--- src/rtl/cycle_pattern_detector_if.sv ---
// cycle_pattern_detector_if: serial input, runtime pattern config and match status for cycle_pattern_detector
//   master: drives in_valid, in, cfg_load, cfg_pattern, cfg_len, cfg_overlap; reads detected, match_count, armed
//   slave : the detector side of the same signals
interface cycle_pattern_detector_if #(
    parameter int MAX_LEN = 8,
    parameter int CNT_W   = 8
);
    localparam int LEN_W = $clog2(MAX_LEN + 1);
    logic               in_valid;
    logic               in;
    logic               cfg_load;
    logic [MAX_LEN-1:0] cfg_pattern;
    logic [LEN_W-1:0]   cfg_len;
    logic               cfg_overlap;
    logic               detected;
    logic [CNT_W-1:0]   match_count;
    logic               armed;
    modport master (
        output in_valid, in, cfg_load, cfg_pattern, cfg_len, cfg_overlap,
        input  detected, match_count, armed
    );
    modport slave (
        input  in_valid, in, cfg_load, cfg_pattern, cfg_len, cfg_overlap,
        output detected, match_count, armed
    );
endinterface

--- src/rtl/cycle_pattern_detector.sv ---
// cycle_pattern_detector: flags each occurrence of a programmable serial bit pattern (up to MAX_LEN bits)
//   clk : system clock, rising edge
//   rst : asynchronous active-low reset
//   bus : slave side of cycle_pattern_detector_if (serial input, config strobe/fields, detected/match_count/armed)
module cycle_pattern_detector #(
    parameter int MAX_LEN = 8,
    parameter int CNT_W   = 8
) (
    input logic                     clk,
    input logic                     rst,
    cycle_pattern_detector_if.slave bus
);
    localparam int LEN_W = $clog2(MAX_LEN + 1);
    localparam logic [LEN_W-1:0] LEN_MAX = LEN_W'(MAX_LEN);
    logic [MAX_LEN-1:0] history, pattern, nh, mask;
    logic [LEN_W-1:0]   len, fill, nfill, load_len;
    logic [CNT_W-1:0]   count;
    logic               overlap, detected, match;
    always_comb begin
        nh       = {history[MAX_LEN-2:0], bus.in};
        nfill    = (fill == LEN_MAX) ? fill : fill + 1'b1;
        load_len = (bus.cfg_len > LEN_MAX) ? LEN_MAX : bus.cfg_len;
        mask     = '0;
        // only the low len bits take part in the compare
        for (int i = 0; i < MAX_LEN; i++) mask[i] = LEN_W'(i) < len;
        match    = (len != '0) && (nfill >= len) && (((nh ^ pattern) & mask) == '0);
    end
    always_ff @(posedge clk or negedge rst) begin
        if (!rst) begin
            history  <= '0;
            fill     <= '0;
            count    <= '0;
            detected <= 1'b0;
            pattern  <= '0;
            len      <= '0;
            overlap  <= 1'b1;
        end else if (bus.cfg_load) begin
            pattern  <= bus.cfg_pattern;
            len      <= load_len;
            overlap  <= bus.cfg_overlap;
            history  <= '0;
            fill     <= '0;
            count    <= '0;
            detected <= 1'b0;
        end else begin
            detected <= bus.in_valid && match;
            if (bus.in_valid) begin
                // non-overlap mode restarts the history so the next match needs len fresh bits
                history <= (match && !overlap) ? '0 : nh;
                fill    <= (match && !overlap) ? '0 : nfill;
                if (match && count != '1) count <= count + 1'b1;
            end
        end
    end
    assign bus.detected    = detected;
    assign bus.match_count = count;
    assign bus.armed       = (len != '0) && (fill >= len);
endmodule

--- src/flat_wrapper.sv ---
// flat-port wrapper written by rule: the top's interface ports become plain ports
module cycle_pattern_detector_flat 
#(
    parameter int MAX_LEN = 8,
    parameter int CNT_W   = 8
)
  (clk, rst, bus_in_valid, bus_in, bus_cfg_load, bus_cfg_pattern, bus_cfg_len, bus_cfg_overlap, bus_detected, bus_match_count, bus_armed);
  cycle_pattern_detector_if #(.MAX_LEN(MAX_LEN), .CNT_W(CNT_W)) bus_i ();
  input logic clk;
  input logic rst;
  input wire logic [$bits(bus_i.in_valid)-1:0] bus_in_valid;
  input wire logic [$bits(bus_i.in)-1:0] bus_in;
  input wire logic [$bits(bus_i.cfg_load)-1:0] bus_cfg_load;
  input wire logic [$bits(bus_i.cfg_pattern)-1:0] bus_cfg_pattern;
  input wire logic [$bits(bus_i.cfg_len)-1:0] bus_cfg_len;
  input wire logic [$bits(bus_i.cfg_overlap)-1:0] bus_cfg_overlap;
  output wire logic [$bits(bus_i.detected)-1:0] bus_detected;
  output wire logic [$bits(bus_i.match_count)-1:0] bus_match_count;
  output wire logic [$bits(bus_i.armed)-1:0] bus_armed;
  assign bus_i.in_valid = bus_in_valid;
  assign bus_i.in = bus_in;
  assign bus_i.cfg_load = bus_cfg_load;
  assign bus_i.cfg_pattern = bus_cfg_pattern;
  assign bus_i.cfg_len = bus_cfg_len;
  assign bus_i.cfg_overlap = bus_cfg_overlap;
  assign bus_detected = bus_i.detected;
  assign bus_match_count = bus_i.match_count;
  assign bus_armed = bus_i.armed;
  cycle_pattern_detector #(.MAX_LEN(MAX_LEN), .CNT_W(CNT_W)) u_core (.clk(clk), .rst(rst), .bus(bus_i));
endmodule
--- config.mk ---
export PLATFORM = sky130hd
export DESIGN_NAME = cycle_pattern_detector_flat
export DESIGN_NICKNAME = d
export VERILOG_FILES = /design/src/rtl/cycle_pattern_detector_if.sv /design/src/rtl/cycle_pattern_detector.sv /design/src/flat_wrapper.sv
export SDC_FILE = /design/constraint.sdc
export NUM_CORES = 1
export LEC_CHECK = 0
export BUFFER_PORTS_ARGS = -buffer_cell sky130_fd_sc_hd__buf_2
export CORE_UTILIZATION = 30
export DETAILED_ROUTE_END_ITERATION = 16
export GPL_TIMING_DRIVEN = 0
export PLACE_DENSITY = 0.49
export SYNTH_ARGS = -nofsm -noshare
export SYNTH_HDL_FRONTEND = slang
export SYNTH_SLANG_ARGS = --single-unit
--- constraint.sdc ---
create_clock -name clk -period 8.42 [get_ports clk]
set_clock_uncertainty 0.15 [all_clocks]
set_input_delay 0.421 -clock clk [delete_from_list [all_inputs] [get_ports clk]]
set_output_delay 0.421 -clock clk [all_outputs]
set_load 0.005 [all_outputs]
==> run_results.csv, run 1 <==
group,metric,value,unit
detailed_routing,ant_nets,0,
sta,tightest_slew,0.747,ns
final_layout,antenna_cells,0,
sta,final_max_slew_viol_count,0,
setup_path,r2r_slack,5.11,ns
die,die_h,79.7,µm
final_layout,fin_area,2110,µm²
final_layout,drive_gt1_share,27.1,%
synth,synth_warnings,0,
detailed_routing,drt_iter0_drc,82,
clock_tree,worstSkewPairLatency,0.29,ns
synth,synth_flop_cell,"dfrtp_1",
sta,fin_crit_sh,39.3,%
clock_tree,cts_max_path_buffers,2,
synth,synth_cell_types,37,
final_layout,area_growth,16.7,%
synth,synth_seq_area_share,45.7,%
clock_tree,cts_resized,0,
die,io_pins,28,
detailed_routing,wl,3830,µm
die,rows,27,
min_path,hold_path_class,"input pin to asynchronous set/reset pin",
synth,synthCells,165,
synth,synth_edf_count,0,
grt,antenna_found_initial,0,
detailed_routing,wl_per_cell,14.1,µm
die,dieArea,6350,µm²
detailed_routing,first_pass_iters,4,
final_layout,fillers,600,
setup_path,cp.required,8.49,ns
sta,slew_headroom,50.2,%
grt,grt_max_degree,34,
clock_tree,cts.sinks,33,
synth,ys_seq_elements,33,
clock_tree,clk_pin_slew,0.07,ns
sta,hold_slack,0.0475,ns
sta,min_period,3.31,ns
sta,tns,0,ns
power,vdd_ir_drop_max,0.0000754,V
clock_tree,cts_inserted_buffers,5,
detailed_routing,dr_total_vias,1344,
setup_path,crit_type,"flop to flop",
synth,syn_nets,194,
grt,grt-ovfl-total,0,
clock_tree,cts_tree,"built",
synth,synth_top_cell_area_share,44.2,%
synth,async_flop_share,100,%
grt,grt_pass1_vias,1385,
synth,postSynthAreaPerCell,11.0,µm²
flow_run,drv_cap,0,
setup_path,worst_setup_path_start_kind,"flop",
die,die_x,79.7,µm
synth,netlist_area,1810,µm²
placement,hpwl,2850,µm
clock_tree,cts_hold_buf,0,
power,p_leak,0.000954,µW
sta,setup_viol,0,
setup_path,rr_startpoint,"u_core.fill[0]",
synth,synth_area_leader_cell,"dfrtp_1",
clock_tree,post-cts-setup-buffers,0,
setup_path,cp-end-kind,"flop",
setup_path,r2r_cells,12,
power,power.density,165,nW/µm²
setup_path,cp.arrival,3.38,ns
synth,synth_area_leaders,"dfrtp_1 (44%), ha_1 (7.6%), mux2_2 (5.6%)",
sta,max_freq,302,MHz
detailed_routing,drcViolationCount,0,
placement,port_buffers,26,
outcome,status,"completed",
die,start_util,31.9,%
placement,place.gp.congestion,0.779,
clock_tree,cts_root_buffer,"clkbuf_8",
placement,dpl_cell_area,2030,µm²
clock_tree,cts_htree_levels,2,
grt,grt_use_total,13.9,%
setup_path,critical_path.max_fanout,10,
die,core,5680,µm²
setup_path,reg2reg_to,"u_core.history[3]",
final_layout,fin_util,37.2,%
sta,rsz0062_at_grt,"no",
final_layout,nets,227,
grt,grt_pass1_wl,6690,µm
sta,finalHoldViolations,0,
detailed_routing,via_per_inst,4.96,
layout make-up:
type                            instances  area [µm²]  area share, %
Multi-Input combinational cell        121         942           44.6
Tap cell                               72        90.1           4.26
Clock inverter                          2        10.0          0.474
Buffer                                  4        15.0          0.710
Inverter                                7        26.3           1.24
Clock buffer                            6        72.6           3.43
Timing Repair Buffer                   26         130           6.16
Sequential cell                        33         827           39.1
layout by cell type (no fill, tap or decap), types with 3 or more instances in the layout:
cell type / count
nor4_4: 3
nand3_1: 4
a22o_1: 10
nor2b_1: 3
clkbuf_1: 4
a21o_1: 3
mux2_2: 9
a21oi_1: 9
nand2_1: 10
nor2_1: 11
nand4_1: 3
buf_2: 26
xor2_1: 4
xnor2_1: 8
o21ai_0: 6
dfrtp_1: 32
ha_1: 11
or3_1: 3
clkbuf_8: 5
inv_1: 7
layer usage:
layer  vias to the layer above  part of all wire [%]  wire length [µm]  global-route usage [%]
li1                        664                     -                 -                       -
met1                       649                    49              1870                    18.0
met2                        27                    46              1750                    22.2
met3                         4                   4.2               161                    3.31
met4                         0                   1.2                45                    4.91
met5                         -                     0                 0                       0
kinds of logic (layout without fill, tap and decap cells):
group / after synthesis / in the layout / share of synthesized area (%)
AND/OR/NAND/NOR: 51 / 51 / 18.2
AO/OA/AOI/OAI: 36 / 36 / 13.8
flip-flops: 33 / 33 / 45.7
XOR/XNOR: 12 / 12 / 5.81
adder cells (fa/ha/maj): 11 / 11 / 7.60
multiplexers: 11 / 11 / 6.70
buffers and inverters: 11 / 45 / 2.28
stage by stage:
stage	total power (µW)	setup WS, ns	cells
global route	371	4.82	271
detailed placement	238	5.05	263
global placement	238	5.04	263
finish	349	5.11	271
floorplan	218	5.59	165
CTS	355	5.03	271
flip-flops by register name (all words and copies together) (netlist names):
register / flops
u_core.bus.match_count: 8
u_core.len: 4
u_core.overlap: 1
u_core.pattern: 8
u_core.fill: 4
u_core.bus.detected: 1
u_core.history: 7
worst max-delay path by stage:
stage / from / endpoint / slack (ns) / depth (start not counted)
2_1_floorplan: u_core.fill[0] / u_core.fill[2] / 5.59 / 12
3_3_place_gp: u_core.fill[0] / u_core.history[3] / 5.04 / 12
3_5_place_dp: u_core.fill[0] / u_core.history[5] / 5.05 / 12
4_1_cts: u_core.fill[0] / u_core.history[3] / 5.03 / 12
5_1_grt: u_core.fill[0] / u_core.history[3] / 4.82 / 12
6_report: u_core.fill[0] / u_core.history[3] / 5.11 / 12
power by group:
part	internal (µW)	total, µW	leakage [µW]	switching, µW
registers	166	175	0.000432	9.00
logic	27.0	58.5	0.000476	31.5
clock network	57.2	115	0.0000450	58.1
total	251	349	0.000954	98.6
worst max-delay path, cell delays in order (launching register included):
cell and delay (ns):
dfrtp_1 0.42, inv_1 0.14, ha_1 0.16, nand2_1 0.06, nor2_1 0.12, xnor2_1 0.17
ha_1 0.26, nand2b_1 0.13, a2111oi_0 0.51, or4_1 0.26, nor4_4 0.05, nor3_2 0.54
a22o_1 0.25
synth_stat cells (all sizes together) (2+ instances only):
library cell and number:
a21oi 9, xnor2 8, nand2 10, nor2b 3
nor3 2, a22o 10, o21a 2, nand2b 2
dfrtp 32, ha 11, or2 2, or4 3
a21o 3, mux2 9, nand3 5, nor4 5
clkbuf 3, inv 7, or3 3, nand4 3
mux2i 2, xor2 4, nor2 12, o21ai 6
No activity file was read; power rests on OpenSTA's default activity.
==> run 2: changes to the inputs <==
==> constraint.sdc (replaced) <==
create_clock -name clk -period 3.37 [get_ports clk]
set_clock_uncertainty 0.15 [all_clocks]
set_input_delay 0.1685 -clock clk [delete_from_list [all_inputs] [get_ports clk]]
set_output_delay 0.1685 -clock clk [all_outputs]
set_load 0.005 [all_outputs]
==> run_results.csv, run 2 (synthesis results as in run 1) <==
group,metric,value,unit
setup_path,critical_path.max_fanout,10,
sta,slew_headroom,49.9,%
sta,fin_crit_sh,94.3,%
power,p_sw,249,µW
detailed_routing,first_pass_iters,4,
final_layout,layout.area.seq,827,µm²
setup_path,cp-end-kind,"flop",
final_layout,mostFrequentLayoutCells,"dfrtp_1 (32), buf_2 (26), dlygate4sd3_1 (15), nor2_1 (11), ha_1 (11)",
die,core,5680,µm²
power,sw_frac_of_total,28.0,%
sta,finalHoldViolations,0,
grt,grt_pass1_wl,6930,µm
grt,antenna_found_initial,0,
detailed_routing,dr_total_vias,1385,
detailed_routing,drcViolationCount,0,
final_layout,drive_gt1_share,25.2,%
min_path,hold_path_class,"input pin to flop",
sta,rsz0062_at_grt,"yes",
clock_tree,cts_max_path_buffers,2,
setup_path,cp.arrival,3.24,ns
setup_path,crit_type,"flop to flop",
final_layout,multiInputGateArea,948,µm²
sta,setup_viol,0,
power,clkPwrFrac,32.5,%
power,p_seq_share,49.4,%
power,p_int,638,µW
die,dieArea,6350,µm²
setup_path,worst_setup_path_start_kind,"flop",
grt,grt-ovfl-total,0,
clock_tree,cts_tree,"built",
clock_tree,clk_pin_slew,0.07,ns
die,die_x,79.7,µm
die,start_util,31.9,%
setup_path,cp_cell_sequence,"inv_1, ha_1, nand2_1, nor2_1, xnor2_1, ha_1, nand2b_1, a2111oi_0, nor4_1, nand3_2, or4_1, a21oi_1",
detailed_routing,ant_nets,0,
power,combPwrFrac,18.1,%
final_layout,fin_util,40.0,%
detailed_routing,drt_iter0_drc,74,
setup_path,cp_top_family,"simple AND/OR/NAND/NOR gates",
power,vdd_ir_drop_max,0.000188,V
clock_tree,post-cts-setup-buffers,0,
setup_path,slowest_delay,0.55,ns
power,p_leak,0.00102,µW
final_layout,fillers,600,
detailed_routing,wl_per_cell,13.8,µm
setup_path,cp.required,3.43,ns
final_layout,area_growth,25.4,%
placement,port_buffers,26,
final_layout,fin_area,2270,µm²
placement,pre_cts_slack,-0.00437,ns
clock_tree,cts_inserted_buffers,5,
sta,max_freq,315,MHz
clock_tree,worstSkewPairLatency,0.29,ns
grt,grt_pass1_vias,1464,
die,io_pins,28,
clock_tree,cts.sinks,33,
detailed_routing,via_per_inst,4.84,
outcome,status,"completed",
sta,final_max_slew_viol_count,0,
flow_run,drv_cap,0,
sta,min_period,3.18,ns
detailed_routing,wl,3960,µm
final_layout,layout_commonest_cell,"dfrtp_1",
setup_path,slowest_stage,"or4_1",
sta,worst_slack,0.191,ns
sta,tightest_slew,0.752,ns
setup_path,cp_common_cell,"ha_1",
clock_tree,cts_root_buffer,"clkbuf_8",
power,p_total,887,µW
grt,grt_max_degree,34,
setup_path,worst-path-buf-inv,1,
final_layout,antenna_cells,0,
final_layout,nets,242,
placement,place.gp.congestion,0.779,
placement,hpwl,2850,µm
die,die_h,79.7,µm
die,rows,27,
grt,grt_use_total,14.3,%
placement,dpl_cell_area,2030,µm²
power,power.density,391,nW/µm²
clock_tree,cts_htree_levels,2,
==> run 2: what timing repair did <==
item / 4_1_cts / 5_1_grt
endpoints found under the setup margin: 10 / 1
pin swaps: 0 / 1
hold buffers: 15 / 0
gates resized for setup: 1 / 0
gates cloned: 0 / 0
hold endpoints to repair: 46 / 0
==> run 2: per-layer routing <==
| layer | GRT usage (%) | share of wire [%] | up-vias |
|---|---|---|---|
| met5 | 0 | 0 | - |
| met4 | 4.91 | 1.1 | 0 |
| met3 | 3.09 | 3.0 | 4 |
| met2 | 23.3 | 47 | 23 |
| met1 | 18.5 | 49 | 664 |
| li1 | - | - | 694 |
==> run 2: path summary, 6_finish.rpt <==
check	startpoint	slack, ns	depth (start not counted)	endpoint
setup / recovery	u_core.fill[0]	0.19	12	u_core.bus.match_count[7]
hold / removal	bus_in_valid	0.12	3	u_core.fill[1]
setup reg to reg	u_core.fill[0]	0.19	12	u_core.bus.match_count[7]
hold reg to reg	u_core.history[6]	0.38	1	u_core.history[6]
max in group asynchronous	rst	2.25	2	u_core.pattern[5]
min in group asynchronous	rst	0.34	2	u_core.fill[2]
==> run 2: stage by stage <==
stage | std cells | hold slack, ns | setup TNS, ns
global placement | 263 | 0.141 | -0.0370
detailed placement | 263 | 0.143 | -0.00437
floorplan | 165 | -0.277 | 0
global route | 286 | 0.120 | -0.0838
CTS | 286 | 0.109 | 0
finish | 286 | 0.116 | 0
==> run 2: layout make-up <==
cell class | count | area share [%]
Sequential cell | 33 | 36.4
Clock buffer | 6 | 3.20
Tap cell | 72 | 3.97
Buffer | 4 | 0.662
Timing Repair Buffer | 41 | 12.3
Multi-Input combinational cell | 121 | 41.8
Inverter | 7 | 1.16
Clock inverter | 2 | 0.441
==> run 2: worst min-delay path, stage by stage <==
cell and delay [ns]:
buf_2 0.12, nor2_1 0.06, a22o_1 0.17
==> run 2: power by group through the flow <==
stage / Combinational (µW) / Clock, µW / Sequential, µW
floorplan: 105 / 0 / 440
global placement: 148 / 0 / 446
detailed placement: 150 / 0 / 446
CTS: 164 / 298 / 438
global route: 181 / 321 / 441
finish: 161 / 288 / 438
==> run 3: changes to the inputs <==
--- a/config.mk
+++ b/config.mk
@@ -5,11 +5,11 @@
 export SDC_FILE = /design/constraint.sdc
 export NUM_CORES = 1
 export LEC_CHECK = 0
-export BUFFER_PORTS_ARGS = -buffer_cell sky130_fd_sc_hd__buf_2
 export CORE_UTILIZATION = 30
 export DETAILED_ROUTE_END_ITERATION = 16
+export DONT_BUFFER_PORTS = 1
 export GPL_TIMING_DRIVEN = 0
-export PLACE_DENSITY = 0.49
+export PLACE_DENSITY = 0.45
 export SYNTH_ARGS = -nofsm -noshare
 export SYNTH_HDL_FRONTEND = slang
 export SYNTH_SLANG_ARGS = --single-unit
==> run_results.csv, run 3 (synthesis results as in run 1) <==
group,metric,value,unit
outcome,status,"completed",
final_layout,fin_area,2200,µm²
clock_tree,cts_max_path_buffers,2,
detailed_routing,wl_per_cell,15.3,µm
detailed_routing,drt_iter0_drc,79,
die,die_x,79.7,µm
die,die_h,79.7,µm
clock_tree,cts_root_buffer,"clkbuf_8",
sta,tightest_slew,0.565,ns
placement,hpwl,2870,µm
setup_path,crit_type,"flop to flop",
detailed_routing,drcViolationCount,0,
setup_path,worst_setup_path_start_kind,"flop",
setup_path,cp-end-kind,"flop",
die,start_util,31.9,%
placement,place.gp.congestion,0.769,
detailed_routing,route.met2.wl,1910,µm
grt,grt_use_total,14.8,%
placement,port_buffers,0,
clock_tree,clk_pin_slew,0.07,ns
setup_path,critical_path.max_fanout,10,
clock_tree,cts_inserted_buffers,5,
grt,grt_pass1_vias,1439,
setup_path,cp.required,3.43,ns
detailed_routing,dr_total_vias,1344,
sta,max_freq,316,MHz
clock_tree,worstSkewPairLatency,0.28,ns
sta,min_period,3.16,ns
die,core,5680,µm²
detailed_routing,via_per_inst,5.11,
final_layout,mostFrequentLayoutCells,"dfrtp_1 (32), dlygate4sd3_1 (16), nor2_1 (11), ha_1 (11)",
min_path,hold_path_class,"input pin to flop",
setup_path,cp.arrival,3.22,ns
power,p_total,904,µW
die,dieArea,6350,µm²
sta,fin_crit_sh,93.9,%
power,vdd_ir_drop_max,0.000202,V
detailed_routing,wl_met1,1940,µm
grt,grt-ovfl-total,0,
die,rows,27,
final_layout,area_growth,21.8,%
detailed_routing,highest_layer,"met4",
clock_tree,cts_htree_levels,2,
flow_run,drv_cap,0,
sta,rsz0062_at_grt,"no",
sta,setup_viol,0,
clock_tree,cts_tree,"built",
final_layout,layout_commonest_cell,"dfrtp_1",
clock_tree,cts.sinks,33,
detailed_routing,met3WireLength,143,µm
placement,dpl_cell_area,1900,µm²
final_layout,drive_gt1_share,15.7,%
detailed_routing,first_pass_iters,4,
final_layout,nets,219,
die,io_pins,28,
power,power.density,410,nW/µm²
sta,slew_headroom,62.2,%
final_layout,antenna_cells,0,
grt,antenna_found_initial,0,
detailed_routing,ant_nets,0,
grt,grt_max_degree,34,
sta,final_max_slew_viol_count,0,
detailed_routing,wl,4020,µm
power,p_leak,0.000925,µW
sta,finalHoldViolations,0,
grt,grt_pass1_wl,7050,µm
-- run 3: cell types whose count changed in the layout (fill, tap and decap cells not counted), sizes merged --
cell / previous run / this run
clkinv: 2 / 0
dlygate4sd3: 15 / 16
buf: 27 / 3
clkbuf: 9 / 11
-- run 3: path summary, 6_finish.rpt --
path | startpoint | end | slack (ns) | depth (start not counted)
max | u_core.fill[0] | u_core.history[6] | 0.21 | 13
min | bus_in_valid | u_core.bus.match_count[2] | 0.14 | 4
max reg2reg | u_core.fill[0] | u_core.history[6] | 0.21 | 13
min reg2reg | u_core.pattern[7] | u_core.pattern[7] | 0.38 | 1
max in group asynchronous | rst | u_core.overlap | 2.63 | 2
min in group asynchronous | rst | u_core.history[0] | 0.18 | 2
-- run 3: area by class of cell --
class / count / area (µm²)
Tap cell: 72 / 90.1
Clock buffer: 8 / 90.1
Fill cell: 587 / 3470
Multi-Input combinational cell: 121 / 956
Inverter: 7 / 26.3
Buffer: 4 / 15.0
Sequential cell: 33 / 827
Timing Repair Buffer: 18 / 200
-- run 3: critical path: stages (launching register included) --
cell and delay (ns):
dfrtp_1 0.42, inv_1 0.11, ha_1 0.21, nand2_1 0.09
nor2_1 0.05, xnor2_1 0.24, ha_1 0.28, nand2b_1 0.14
a2111oi_1 0.58, or4_1 0.27, nor4_4 0.06, nor3_4 0.20
buf_12 0.15, a22o_1 0.14
-- run 3: power breakdown --
part	switching [µW]	internal [µW]
clock	136	166
sequential	22.9	416
combinational	82.7	79.2
-- run 3: repair_timing --
item / in CTS / in global routing
setup buffers: 0 / 1
pin swaps: 0 / 2
gates resized for setup: 1 / 2
hold buffers: 17 / 0
endpoints found under the setup margin: 10 / 11
endpoints found under the hold margin: 49 / 0
-- run 3: layer usage --
metal / track usage [%] / vias to the layer above
li1: - / 647
met5: 0 / -
met3: 4.57 / 2
met2: 22.7 / 30
met1: 19.6 / 665
met4: 4.91 / 0
-- run 3: through the flow --
step / hold WS, ns / cells / setup slack, ns / setup TNS, ns / utilization [%]
after floorplan: -0.277 / 165 / 0.544 / 0 / -
after CTS: 0.136 / 262 / 0.100 / 0 / 38.4
final: 0.141 / 263 / 0.206 / 0 / 38.8
after detailed placement: -0.276 / 237 / -0.0651 / -0.515 / 33.5
after global placement: -0.276 / 237 / -0.0701 / -0.650 / 33.5
after global routing: 0.180 / 263 / 0.0597 / 0 / 38.8
